## config.mk

```make
export PLATFORM = sky130hd
export DESIGN_NAME = mem_port_arbiter
export DESIGN_NICKNAME = d
export VERILOG_FILES = /design/src/rtl/mem_port_arbiter.sv
export SDC_FILE = /design/constraint.sdc
export NUM_CORES = 1
export LEC_CHECK = 0
export CAP_MARGIN = 40
export CORE_AREA = 5 5 114 116
export DETAILED_ROUTE_END_ITERATION = 8
export DIE_AREA = 0 0 119 121
export PLACE_DENSITY = 0.8
export SYNTH_ARGS = -nofsm -noshare
export SYNTH_HDL_FRONTEND = slang
export SYNTH_SLANG_ARGS = --single-unit
export TNS_END_PERCENT = 5
```

## constraint.sdc

```tcl
create_clock -name clk -period 3.2 [get_ports clk]
set_clock_uncertainty 0.2 [all_clocks]
set_input_delay 0.96 -clock clk [delete_from_list [all_inputs] [get_ports clk]]
set_output_delay 0.96 -clock clk [all_outputs]
set_load 0.05 [all_outputs]
```

## src/rtl/mem_port_arbiter.sv

```systemverilog
// rtl/mem_port_arbiter.sv - single-port memory arbiter between instruction fetch and data accesses
// Data wins ties until a waiting fetch has been passed over STARVE_LIMIT times in a row.
module mem_port_arbiter #(
    parameter int STARVE_LIMIT = 3
) (
    input  logic        clk,
    input  logic        rst,
    input  logic        if_req,
    input  logic [10:0] if_addr,
    output logic        if_gnt,
    output logic        if_valid,
    output logic [31:0] if_rdata,
    input  logic        d_read,
    input  logic        d_write,
    input  logic [2:0]  d_fn3,
    input  logic [10:0] d_addr,
    input  logic [31:0] d_wdata,
    output logic        d_gnt,
    output logic        d_valid,
    output logic [31:0] d_rdata,
    output logic        if_stall,
    output logic        d_stall,
    output logic        mem_read,
    output logic        mem_write,
    output logic [2:0]  fn3,
    output logic [10:0] addrs,
    output logic [31:0] data_in,
    input  logic [31:0] data_out
);

    localparam int CW = $clog2(STARVE_LIMIT + 1);
    localparam logic [CW-1:0] LIMIT = CW'(STARVE_LIMIT);

    typedef enum logic [1:0] {IDLE, RSP_I, RSP_D} state_t;

    state_t        r_state;
    state_t        w_next_state;
    logic [CW-1:0] r_starve_cnt;
    logic [10:0]   r_addrs;
    logic [2:0]    r_fn3;
    logic [31:0]   r_data_in;
    logic [31:0]   r_if_rdata;
    logic [31:0]   r_d_rdata;
    logic          w_d_req;
    logic          w_starved;
    logic          w_if_gnt;
    logic          w_d_gnt;
    logic          w_d_is_read;

    assign w_d_req     = d_read | d_write;
    assign w_d_is_read = d_read & ~d_write;
    assign w_starved   = if_req && (r_starve_cnt == LIMIT);
    // Grants are gated by reset so nothing reaches the memory while rst is low.
    assign w_d_gnt     = rst & w_d_req & ~w_starved;
    assign w_if_gnt    = rst & if_req & ~w_d_gnt;

    assign if_gnt   = w_if_gnt;
    assign d_gnt    = w_d_gnt;
    assign if_stall = if_req & ~w_if_gnt;
    assign d_stall  = w_d_req & ~w_d_gnt;
    assign if_rdata = r_if_rdata;
    assign d_rdata  = r_d_rdata;

    always_comb begin
        mem_read  = 1'b0;
        mem_write = 1'b0;
        fn3       = r_fn3;
        addrs     = r_addrs;
        data_in   = r_data_in;
        if (w_if_gnt) begin
            fn3   = 3'b010;
            addrs = if_addr;
        end else if (w_d_gnt) begin
            mem_read  = w_d_is_read;
            mem_write = d_write;
            fn3       = d_fn3;
            addrs     = d_addr;
            data_in   = d_wdata;
        end
    end

    always_ff @(posedge clk or negedge rst) begin
        if (!rst) begin
            r_state <= IDLE;
        end else begin
            r_state <= w_next_state;
        end
    end

    always_comb begin
        w_next_state = IDLE;
        if (w_if_gnt) begin
            w_next_state = RSP_I;
        end else if (w_d_gnt) begin
            w_next_state = RSP_D;
        end
    end

    always_comb begin
        if_valid = (r_state == RSP_I);
        d_valid  = (r_state == RSP_D);
    end

    always_ff @(posedge clk or negedge rst) begin
        if (!rst) begin
            r_starve_cnt <= '0;
        end else if (w_if_gnt || !if_req) begin
            r_starve_cnt <= '0;
        end else if (w_d_gnt && (r_starve_cnt != LIMIT)) begin
            r_starve_cnt <= r_starve_cnt + CW'(1);
        end
    end

    // Last driven access fields are held so idle cycles keep the memory bus quiet.
    always_ff @(posedge clk or negedge rst) begin
        if (!rst) begin
            r_addrs    <= '0;
            r_fn3      <= '0;
            r_data_in  <= '0;
            r_if_rdata <= '0;
            r_d_rdata  <= '0;
        end else begin
            if (w_if_gnt || w_d_gnt) begin
                r_addrs   <= addrs;
                r_fn3     <= fn3;
                r_data_in <= data_in;
            end
            if (w_if_gnt) begin
                r_if_rdata <= data_out;
            end
            if (w_d_gnt && w_d_is_read) begin
                r_d_rdata <= data_out;
            end
        end
    end

endmodule

```

==> results.json <==
{
  "drv_slew": 0,
  "clk_latency_ns": 0.40,
  "p_int_uw": 3890,
  "hpwl_um": 9930,
  "setup_viol": 47,
  "io_pins": 212,
  "tightest_slew_ns": 0.726,
  "synth_cells": 321,
  "hold_path.class": "reg -> reg",
  "rsz0062_at_grt": "true",
  "netlist-cell-type-count": 24,
  "grt_pass1_wl_um": 22500,
  "grt_util_all_layers_pct": 20.1,
  "final_area_sq_um": 8480,
  "criticalPathCategory": "in -> out",
  "place_congestion": 0.732,
  "ant_nets": 0,
  "fp.dieW_um": 119,
  "fmax_mhz": 300,
  "critical-path-max-stage-delay_ns": 0.31,
  "maxSlewHeadroom_pct": 51.6,
  "cts.path.max_buffers": 2,
  "cpMostUsedCell": "buf_6",
  "rr_startpoint": "r_starve_cnt[0]",
  "viasPerCell": 5.14,
  "num-fill-cells": 773,
  "synth_nets": 416,
  "fin_tns_setup_ns": -3.79,
  "violations": "setup timing",
  "grt_max_degree": 59,
  "antenna_found_initial": 0,
  "clkTransAtPathRegs_ns": 0.05,
  "worst_slack_ns": -0.138,
  "port_buffers": 211,
  "pwr-share-comb_pct": 37.6,
  "grt_pass1_vias": 4167,
  "crit_start": "rst",
  "crit_family": "buffers and inverters",
  "die_height_um": 121,
  "die_area_sq_um": 14400,
  "grt_overflow": 0,
  "core_area_sq_um": 11800,
  "cts_sinks": 114,
  "startpoint_type": "primary input",
  "avgSynthCellArea_sq_um": 15.4,
  "p_clk_share_pct": 31.9,
  "power.density_nw_per_um2": 704,
  "ys.warnings.count": 0,
  "cts_tree": "yes",
  "slowest_stage": "mux2_4",
  "pre_cts_slack_ns": -0.545,
  "finalHoldViolations": 0,
  "p_sw_uw": 2080,
  "std_cell_rows": 40,
  "cts_hold_buf": 0,
  "worst-path-max-fanout": 5,
  "status": "finished, violations left",
  "start_util_pct": 41.9,
  "drt-pass1-iter-count": 4,
  "multiInputGateArea_sq_um": 2030,
  "drtIter0Drc": 195,
  "timing.final.crit_share_pct": 104,
  "critPathBufInv": 5,
  "seq_power_share_pct": 30.5,
  "hold_start": "r_data_in[23]",
  "syn-cell-area_sq_um": 4950,
  "fin_crit_ns": 3.34,
  "wl_per_cell_um": 19.8,
  "htreeDepth": 4,
  "num_vias": 3783,
  "synth_seq_cells": 114,
  "seq_area_frac_synth_pct": 57.6,
  "seqCellArea_sq_um": 2850,
  "wirelength_um": 14500,
  "max_cap_viol_count": 0,
  "path_cells": "buf_6 -> a21boi_4 -> o21ai_4 -> buf_6 -> buf_12 -> buf_16 -> mux2_4 -> buf_8",
  "cts_buffers": 17,
  "route.detailed.drc": 0,
  "diodes": 0,
  "cts_root_buffer": "clkbuf_16",
  "switching_share_pct": 34.8,
  "synthToLayoutAreaGrowth_pct": 71.3,
  "vdd_ir_drop_max_mv": 0.588,
  "final_layout_size_suffix_gt1_share_pct": 46.0,
  "crit_required_ns": 2.04,
  "leakage_uw": 0.00373,
  "final_nets": 671,
  "worstSetupEndpointType": "output pin",
  "placed_area_sq_um": 7350,
  "arrival_ns": 2.18
}
[sequential cells by signal (all words and copies together), names as in the netlist]
name and cells:
r_starve_cnt 2, r_addrs 11, if_rdata 32, d_rdata 32
r_data_in 32, r_state 2, r_fn3 3
[timing repair]
item,CTS,global route
resized for setup,81,19
cloned,5,0
hold endpoints to repair,0,0
endpoints found under the setup margin,52,47
pin swaps,3,11
setup buffers,6,4
[worst register-to-register path, delay by kind of cell, from the launching register on]
family,cells,cell delay [ns]
buffers and inverters,3,0.65
multiplexers,1,0.43
flip-flops,1,0.39
adder cells (fa/ha/maj),1,0.17
AND/OR/NAND/NOR,1,0.08
AO/OA/AOI/OAI,1,0.07
[cell families after synthesis]
| group | after synthesis | synth area share, % |
|---|---|---|
| AO/OA/AOI/OAI | 35 | 7.13 |
| adder cells (fa/ha/maj) | 1 | 0.253 |
| buffers and inverters | 23 | 2.98 |
| flip-flops | 114 | 57.6 |
| multiplexers | 128 | 29.5 |
| AND/OR/NAND/NOR | 20 | 2.48 |
[area by class of cell]
class                      count  area share (%)
sequential                   114            33.7
timing repair buffer         255            32.7
multi-input combinational    184            24.0
clock buffer                  24            6.04
tap                          147            2.17
clock inverter                 8            1.17
inverter                       4           0.266
[path summary, 6_finish.rpt]
check,slack (ns),end,depth (start not counted)
worst max-delay path,-0.14,data_in[6],8
worst min-delay path,0.30,r_data_in[23],1
worst max register to register,1.09,d_rdata[21],7
worst min register to register,0.30,r_data_in[23],1
max in group asynchronous,0.87,if_rdata[1],5
min in group asynchronous,0.31,r_starve_cnt[0],3
[synthesized netlist by cell type (all sizes together)]
| master | number | area share, % |
|---|---|---|
| a32o | 1 | 0.20 |
| nor2b | 3 | 0.38 |
| o31ai | 1 | 0.25 |
| mux2 | 128 | 30 |
| a2bb2oi | 2 | 0.35 |
| buf | 19 | 2.7 |
| o21ai | 2 | 0.43 |
| dfrtp | 114 | 58 |
| o211a | 1 | 0.20 |
| nand2b | 1 | 0.13 |
| ha | 1 | 0.25 |
| nand3b | 1 | 0.23 |
| and2 | 12 | 1.5 |
| nor2 | 2 | 0.15 |
| a22o | 4 | 0.71 |
| inv | 4 | 0.30 |
| a221o | 22 | 4.5 |
| nand2 | 1 | 0.076 |
| a21boi | 2 | 0.53 |
[power groups by stage]
| stage | Sequential (uW) | Combinational, uW | Clock (uW) |
|---|---|---|---|
| floorplan | 2430 | 695 | 0 |
| global placement | 1820 | 2070 | 0 |
| detailed placement | 1840 | 2100 | 0 |
| CTS | 1820 | 2230 | 1940 |
| global route | 1850 | 2320 | 2010 |
| finish | 1820 | 2240 | 1900 |
[per-stage QoR]
stage,hold WS [ns],std cells,total power [uW],util (%)
after global placement,0.280,690,3890,62.2
after detailed placement,0.290,690,3940,62.2
final,0.301,736,5970,71.8
after CTS,0.206,733,5990,71.1
after floorplan,0.267,321,3120,-
after global routing,0.295,736,6180,71.8
[layout by cell type (no fill, tap or decap), types with 2 or more instances in the layout]
| master | netlist | final |
|---|---|---|
| buf_6 | 6 | 40 |
| clkbuf_8 | 0 | 6 |
| mux2_2 | 123 | 113 |
| buf_8 | 0 | 11 |
| bufinv_16 | 0 | 2 |
| nor2_1 | 2 | 2 |
| a221o_1 | 22 | 22 |
| buf_16 | 0 | 4 |
| a22o_1 | 4 | 4 |
| clkinv_2 | 0 | 3 |
| buf_4 | 0 | 31 |
| dfrtp_1 | 114 | 114 |
| and2_1 | 12 | 9 |
| clkinvlp_4 | 0 | 2 |
| mux2_4 | 5 | 15 |
| and2_4 | 0 | 3 |
| buf_2 | 13 | 2 |
| inv_1 | 3 | 3 |
| clkdlybuf4s50_1 | 0 | 155 |
| buf_12 | 0 | 11 |
| nor2b_1 | 3 | 3 |
| clkbuf_16 | 0 | 17 |
[per-layer routing]
metal	track usage (%)	wire length, um	up-vias
met5	0	0	-
met4	6.95	277	0
met3	7.13	978	23
met2	35.9	7870	140
met1	22.2	5420	1903
li1	-	-	1717
No activity file was read; power rests on OpenSTA's default activity.
